==> config.mk <==
export PLATFORM = sky130hd
export DESIGN_NAME = atm_port_ctrl_flat
export DESIGN_NICKNAME = d
export VERILOG_FILES = /design/src/rtl/atm_port_ctrl_if.sv /design/src/rtl/atm_port_ctrl.sv /design/src/flat_wrapper.sv
export SDC_FILE = /design/constraint.sdc
export NUM_CORES = 1
export LEC_CHECK = 0
export ABC_AREA = 1
export CORE_MARGIN = 1
export CORE_UTILIZATION = 34
export DETAILED_ROUTE_END_ITERATION = 8
export PLACE_DENSITY = 0.83
export SLEW_MARGIN = 25
export SYNTH_ARGS = -nofsm -noshare
export SYNTH_HDL_FRONTEND = slang
export SYNTH_SLANG_ARGS = --single-unit
==> constraint.sdc <==
create_clock -name fclk -period 1.96 [get_ports fclk]
set_input_delay 0.392 -clock fclk [delete_from_list [all_inputs] [get_ports fclk]]
set_output_delay 0.392 -clock fclk [all_outputs]
set_load 0.005 [all_outputs]
==> src/rtl/atm_port_ctrl_if.sv <==
// Z80 bus as seen by the ATM port controller: address, data, control strobes
// and the fclk-domain Z80 clock edge pulses.
interface atm_port_ctrl_if;
    logic [15:0] za;
    logic [7:0]  zd;
    logic        iorq_n;
    logic        wr_n;
    logic        m1_n;
    logic        zpos;
    logic        zneg;

    modport master (output za, zd, iorq_n, wr_n, m1_n, zpos, zneg);
    modport slave  (input  za, zd, iorq_n, wr_n, m1_n, zpos, zneg);
endinterface

==> src/rtl/atm_port_ctrl.sv <==
// ATM / pent1m I/O port controller: catches each Z80 I/O write once, decodes
// 7FFD / EFF7 / xx77 / xxF7, holds the paging config and the global DOS flag.
module atm_port_ctrl (
    input  logic                  fclk,
    input  logic                  rst_n,
    atm_port_ctrl_if.slave        zbus,
    input  logic [3:0]            dos_turn_on,
    input  logic [3:0]            dos_turn_off,
    output logic                  atm_xxF7_wr,
    output logic [5:0]            pent1m_page,
    output logic                  pent1m_ROM,
    output logic                  pent1m_ram0_0,
    output logic                  pent1m_1m_on,
    output logic                  pager_off,
    output logic                  lock_7ffd,
    output logic                  dos
);

    typedef enum logic {
        S_IDLE = 1'b0,
        S_DONE = 1'b1
    } io_state_e;

    io_state_e   r_state;
    io_state_e   w_state_nxt;
    logic        w_qualify;
    logic        w_stb;

    logic        w_dec_f7;
    logic        w_dec_eff7;
    logic        w_dec_77;
    logic        w_dec_7ffd;
    logic        w_7ffd_locked;

    logic [5:0]  r_page;
    logic        r_rom;
    logic        r_ram0_0;
    logic        r_1m_on;
    logic        r_pager_off;
    logic        r_lock;
    logic        r_dos;

    // zneg is reserved on the bus but plays no part in decoding.
    logic        w_unused;
    assign w_unused = zbus.zneg;

    assign w_qualify = ~zbus.iorq_n & ~zbus.wr_n & zbus.m1_n;

    // S_DONE marks "this I/O cycle already strobed"; only iorq_n high re-arms.
    always_ff @(posedge fclk) begin
        if (!rst_n) r_state <= S_DONE;
        else        r_state <= w_state_nxt;
    end

    always_comb begin
        w_state_nxt = r_state;
        w_stb       = 1'b0;
        case (r_state)
            S_IDLE: begin
                if (rst_n && zbus.zpos && w_qualify) begin
                    w_stb       = 1'b1;
                    w_state_nxt = S_DONE;
                end
            end
            S_DONE: begin
                if (zbus.iorq_n) w_state_nxt = S_IDLE;
            end
            default: w_state_nxt = S_DONE;
        endcase
    end

    assign w_dec_f7   = (zbus.za[7:0] == 8'hF7) && (zbus.za[13:12] == 2'b11) &&
                        (zbus.za[10:8] == 3'b111);
    assign w_dec_eff7 = (zbus.za == 16'hEFF7);
    assign w_dec_77   = (zbus.za[7:0] == 8'h77);
    assign w_dec_7ffd = ~zbus.za[15] & ~zbus.za[1] & ~w_dec_f7 & ~w_dec_eff7 & ~w_dec_77;

    assign w_7ffd_locked = r_lock & ~r_1m_on;

    // Pagers latch their own xxF7 registers from the live bus in this cycle.
    assign atm_xxF7_wr = w_stb & w_dec_f7 & ~r_pager_off;

    always_ff @(posedge fclk) begin
        if (!rst_n) begin
            r_page      <= 6'd0;
            r_rom       <= 1'b0;
            r_ram0_0    <= 1'b0;
            r_1m_on     <= 1'b1;
            r_pager_off <= 1'b0;
            r_lock      <= 1'b0;
        end else if (w_stb) begin
            if (w_dec_eff7) begin
                r_1m_on  <= ~zbus.zd[2];
                r_ram0_0 <= zbus.zd[3];
            end else if (w_dec_77) begin
                r_pager_off <= ~zbus.za[8];
            end else if (w_dec_7ffd && !w_7ffd_locked) begin
                r_rom <= zbus.zd[4];
                if (r_1m_on) begin
                    r_page <= {zbus.zd[7], zbus.zd[6], zbus.zd[5], zbus.zd[2:0]};
                end else begin
                    r_page <= {3'b000, zbus.zd[2:0]};
                    r_lock <= zbus.zd[5];
                end
            end
        end
    end

    // Turn-on wins when both request kinds arrive in the same fclk.
    always_ff @(posedge fclk) begin
        if (!rst_n)                r_dos <= 1'b0;
        else if (|dos_turn_on)     r_dos <= 1'b1;
        else if (|dos_turn_off)    r_dos <= 1'b0;
    end

    assign pent1m_page   = r_page;
    assign pent1m_ROM    = r_rom;
    assign pent1m_ram0_0 = r_ram0_0;
    assign pent1m_1m_on  = r_1m_on;
    assign pager_off     = r_pager_off;
    assign lock_7ffd     = r_lock;
    assign dos           = r_dos;

endmodule

==> src/flat_wrapper.sv <==
// flat-port wrapper written by rule: the top's interface ports become plain ports
module atm_port_ctrl_flat 
  (fclk, rst_n, dos_turn_on, dos_turn_off, atm_xxF7_wr, pent1m_page, pent1m_ROM, pent1m_ram0_0, pent1m_1m_on, pager_off, lock_7ffd, dos, zbus_za, zbus_zd, zbus_iorq_n, zbus_wr_n, zbus_m1_n, zbus_zpos, zbus_zneg);
  atm_port_ctrl_if zbus_i ();
  input  logic fclk;
  input  logic rst_n;
  input  logic [3:0] dos_turn_on;
  input  logic [3:0] dos_turn_off;
  output logic atm_xxF7_wr;
  output logic [5:0] pent1m_page;
  output logic pent1m_ROM;
  output logic pent1m_ram0_0;
  output logic pent1m_1m_on;
  output logic pager_off;
  output logic lock_7ffd;
  output logic dos;
  input wire logic [$bits(zbus_i.za)-1:0] zbus_za;
  input wire logic [$bits(zbus_i.zd)-1:0] zbus_zd;
  input wire logic [$bits(zbus_i.iorq_n)-1:0] zbus_iorq_n;
  input wire logic [$bits(zbus_i.wr_n)-1:0] zbus_wr_n;
  input wire logic [$bits(zbus_i.m1_n)-1:0] zbus_m1_n;
  input wire logic [$bits(zbus_i.zpos)-1:0] zbus_zpos;
  input wire logic [$bits(zbus_i.zneg)-1:0] zbus_zneg;
  assign zbus_i.za = zbus_za;
  assign zbus_i.zd = zbus_zd;
  assign zbus_i.iorq_n = zbus_iorq_n;
  assign zbus_i.wr_n = zbus_wr_n;
  assign zbus_i.m1_n = zbus_m1_n;
  assign zbus_i.zpos = zbus_zpos;
  assign zbus_i.zneg = zbus_zneg;
  atm_port_ctrl u_core (.fclk(fclk), .rst_n(rst_n), .zbus(zbus_i), .dos_turn_on(dos_turn_on), .dos_turn_off(dos_turn_off), .atm_xxF7_wr(atm_xxF7_wr), .pent1m_page(pent1m_page), .pent1m_ROM(pent1m_ROM), .pent1m_ram0_0(pent1m_ram0_0), .pent1m_1m_on(pent1m_1m_on), .pager_off(pager_off), .lock_7ffd(lock_7ffd), .dos(dos));
endmodule
==> impl_summary.log <==
[metrics] area growth from synthesis to layout: 94.6%
[metrics] dpl hpwl: ~1500 um
[metrics] Final TNS setup: 0 ns
[metrics] GR Util All Layers: between 10% and 20%
[metrics] Post-Route WL: approximately 1800 um
[metrics] clock root buffer: sky130_fd_sc_hd__clkbuf_4
[metrics] clock transition at the register clock pins on the worst setup and hold paths after CTS: about 0.08 ns
[metrics] cell area after layout: around 1300 sq um
[metrics] clock latency of the later-clocked register in the worst-skew pair: 0.28 ns
[metrics] worst slack, placed: -0.370 ns
[metrics] cell type of the slowest stage on the worst timing path: sky130_fd_sc_hd__clkdlybuf4s50_1
[metrics] via count normalized by instance count: approximately 4.5
[metrics] width of the chip: between 40 and 50 um
[metrics] Critical Path Sink Type: primary output
[metrics] warning count from the yosys run: 0
[metrics] number of fill cells: between 150 and 200
[metrics] Max IR drop VDD: 0.372 mV
[metrics] area of the core: 1760 sq um
[metrics] count of endpoints failing setup in the final report: 0
[metrics] post-DR wirelength/cell: 10.3 um
[metrics] result of the run: complete, no violations
[metrics] critical path cell sequence: clkdlybuf4s50_1, nand4_1, nor2_2, nand4_1, nor3_2, buf_2
[metrics] number of global-route vias before repair: around 720
[metrics] arrival time of data at the critical path endpoint: 1.48 ns
[metrics] Mapped Avg Cell Area: 6.86 sq um
[metrics] worst-case clock skew: about 0.0024 ns
[metrics] Inserted Clock Buffers: 3
[metrics] weighted congestion at the end of routability-driven global placement: 0.628
[metrics] number of synthesized register bits: 13
[metrics] residual DRC count: 0
[metrics] overflow left after global routing: 0
[metrics] share of cells above drive strength 1: 12.3%
[metrics] clock tree from TritonCTS: built
[metrics] Worst Max-Slew Pin Slew: ~0.35 ns
[metrics] net count reported at finish: just under 200
[metrics] synthesized netlist net count: 134
[metrics] crit-path max cell delay: 0.46 ns
[metrics] Final min period: 1.88 ns
[metrics] Setup WS post-layout: 0.0831 ns
[metrics] number of diodes: 0
[metrics] type of the worst setup path: in -> out
[metrics] number of design-rule violations left by the first detailed-router iteration: 10
[metrics] Synth cell types: 20
[metrics] post-synthesis instance total: 95
[metrics] Vias: 802
[metrics] buffer depth of the longest clock path: 2
[metrics] sum of internal, switching and leakage power: around 550 uW
[metrics] Slew Limit Headroom: 76.7%
[metrics] critical path startpoint category: primary input
[metrics] Die Ht: 45.8 um
[metrics] maximum number of pins on one net before global-route repair: 11
[metrics] cts-stage hold buffer count: 0
[metrics] leakage: 0.567 nW
[metrics] clock sink count: 13
[metrics] maximum fanout along the worst path: 2
[metrics] count of port buffers added during placement: 50
[metrics] Synth area leader: sky130_fd_sc_hd__dfxtp_1
[metrics] number of detailed-routing iterations run before antenna repair: 4
[metrics] Hold Fails Final Rpt: 0
[metrics] achievable frequency: about 530 MHz
[metrics] antenna violations before repair: 0
[metrics] final slew viol count: 0
[metrics] Post-DRT Antenna Nets: 0
[metrics] area enclosed by the die boundary: 2100 sq um
[metrics] I/O pin count: 52
[metrics] required time worst endpoint: 1.57 ns
[metrics] sequential fraction of the synthesis area: around 40%
[metrics] Initial Utilization: 37.0%
[metrics] Synth top area share: 39.9%
[metrics] Max Cap Viol: 0
[metrics] post-route clock period utilization: 95.8%
[metrics] setup repair after global routing missed its margin: no
[metrics] path type of the worst min-delay path: reg -> reg
[metrics] H-tree lvl count: 1
[metrics] critical path's most frequent cell: sky130_fd_sc_hd__nand4_1
[metrics] number of standard-cell rows in the floorplan: 15
[metrics] PD cells: 430 nW/um^2
[metrics] cell types with the largest area share after synthesis: sky130_fd_sc_hd__dfxtp_1 40%, sky130_fd_sc_hd__nand2_1 14%, sky130_fd_sc_hd__a21oi_1 8.4%, sky130_fd_sc_hd__inv_1 8.1%, sky130_fd_sc_hd__nor2_1 5.8%
[metrics] netlist area before placement: around 650 sq um
[metrics] first-pass GRT wire length: between 2000 and 3000 um
[metrics] Placement Cell Area: around 1200 sq um
-- synthesized netlist by cell type --
library cell and n:
sky130_fd_sc_hd__clkinv_4 1, sky130_fd_sc_hd__dfxtp_1 13, sky130_fd_sc_hd__o21ai_1 1, sky130_fd_sc_hd__clkinv_1 1
sky130_fd_sc_hd__nand2_1 24, sky130_fd_sc_hd__o21ai_0 1, sky130_fd_sc_hd__nor3_4 1, sky130_fd_sc_hd__nand3b_1 1
sky130_fd_sc_hd__nor3_1 1, sky130_fd_sc_hd__nor2_1 10, sky130_fd_sc_hd__nand2_4 1, sky130_fd_sc_hd__nor2_4 1
sky130_fd_sc_hd__nand3_1 5, sky130_fd_sc_hd__nand2_2 2, sky130_fd_sc_hd__a21oi_1 11, sky130_fd_sc_hd__nor4_1 2
sky130_fd_sc_hd__or2_0 1, sky130_fd_sc_hd__nand4_1 3, sky130_fd_sc_hd__o211ai_1 1, sky130_fd_sc_hd__inv_1 14
-- timing repair --
action                                  4_1_cts  5_1_grt
endpoints found under the setup margin        1        1
resized for setup                             5        8
pin swaps                                     1        4
buffers inserted                              0        0
-- cell families after synthesis --
kind of cell | share of synthesized area [%]
buffers and inverters | 9.98
DFF | 39.9
AOI/OAI and AO/OA | 11.1
and+or+nand+nor | 39.0
-- routing by layer --
metal	vias up	wire length, um	track usage (%)
li1	424	-	-
met3	2	108	5.56
met4	0	16	8.82
met5	-	0	0
met2	25	979	33.7
met1	351	742	21.6
-- state kept, by name (all words and copies together), names as in the netlist --
register,flops
u_core.pent1m_ROM,1
u_core.pager_off,1
u_core.pent1m_ram0_0,1
u_core.pent1m_1m_on,1
u_core.lock_7ffd,1
u_core.pent1m_page,6
u_core.r_state,1
u_core.dos,1
-- worst paths after layout --
path | startpoint | depth (start not counted) | end | slack, ns
worst max-delay path | zbus_za[0] | 6 | atm_xxF7_wr | 0.08
worst min-delay path | u_core.pent1m_ram0_0$_SDFFE_PN0P_ | 2 | u_core.pent1m_ram0_0$_SDFFE_PN0P_ | 0.45
worst max register to register | u_core.r_state$_SDFF_PN1_ | 7 | u_core.pent1m_ram0_0$_SDFFE_PN0P_ | 0.75
worst min register to register | u_core.pent1m_ram0_0$_SDFFE_PN0P_ | 2 | u_core.pent1m_ram0_0$_SDFFE_PN0P_ | 0.45
-- power breakdown --
part	total, mW	switching [mW]	internal (mW)
sequential	0.268	0.00139	0.267
clock	0.170	0.0942	0.0758
combinational	0.107	0.0311	0.0764
total	0.546	0.127	0.419
-- worst max-delay path: cells and delay by family --
| family | cells | cell delay, ns |
|---|---|---|
| buffers and inverters | 2 | 0.59 |
| and+or+nand+nor | 4 | 0.50 |
-- layout make-up --
class                      instances  area (sq um)  share of cell area [%]
clock buffer                       3          22.5                    1.78
inverter                          16          65.1                    5.13
multi-input combinational         66           337                    26.5
sequential                        13           260                    20.5
tap                               25          31.3                    2.47
timing repair buffer              55           548                    43.2
clock inverter                     1          5.00                   0.394
-- through the flow --
step	hold WS [ns]	cells	utilization [%]
4_1_cts	0.454	179	70.6
2_1_floorplan	0.440	95	-
5_1_grt	0.485	179	71.9
6_report	0.448	179	71.9
3_3_place_gp	0.434	175	69.2
3_5_place_dp	0.438	175	69.2
-- placed cells by master (no fill, tap or decap), drive strengths merged --
| master | netlist | final |
|---|---|---|
| clkbuf | 0 | 3 |
| dfxtp | 13 | 13 |
| o21ai | 2 | 2 |
| clkdlybuf4s50 | 0 | 43 |
| clkinv | 2 | 3 |
| or2 | 1 | 1 |
| nand4 | 3 | 3 |
| nor4 | 2 | 2 |
| nor3 | 2 | 2 |
| inv | 14 | 14 |
| nand2 | 27 | 27 |
| nor2 | 11 | 11 |
| nand3b | 1 | 1 |
| a21oi | 11 | 11 |
| buf | 0 | 6 |
| nand3 | 5 | 5 |
| dlymetal6s2s | 0 | 6 |
| o211ai | 1 | 1 |
No activity file was read; power rests on OpenSTA's default activity.
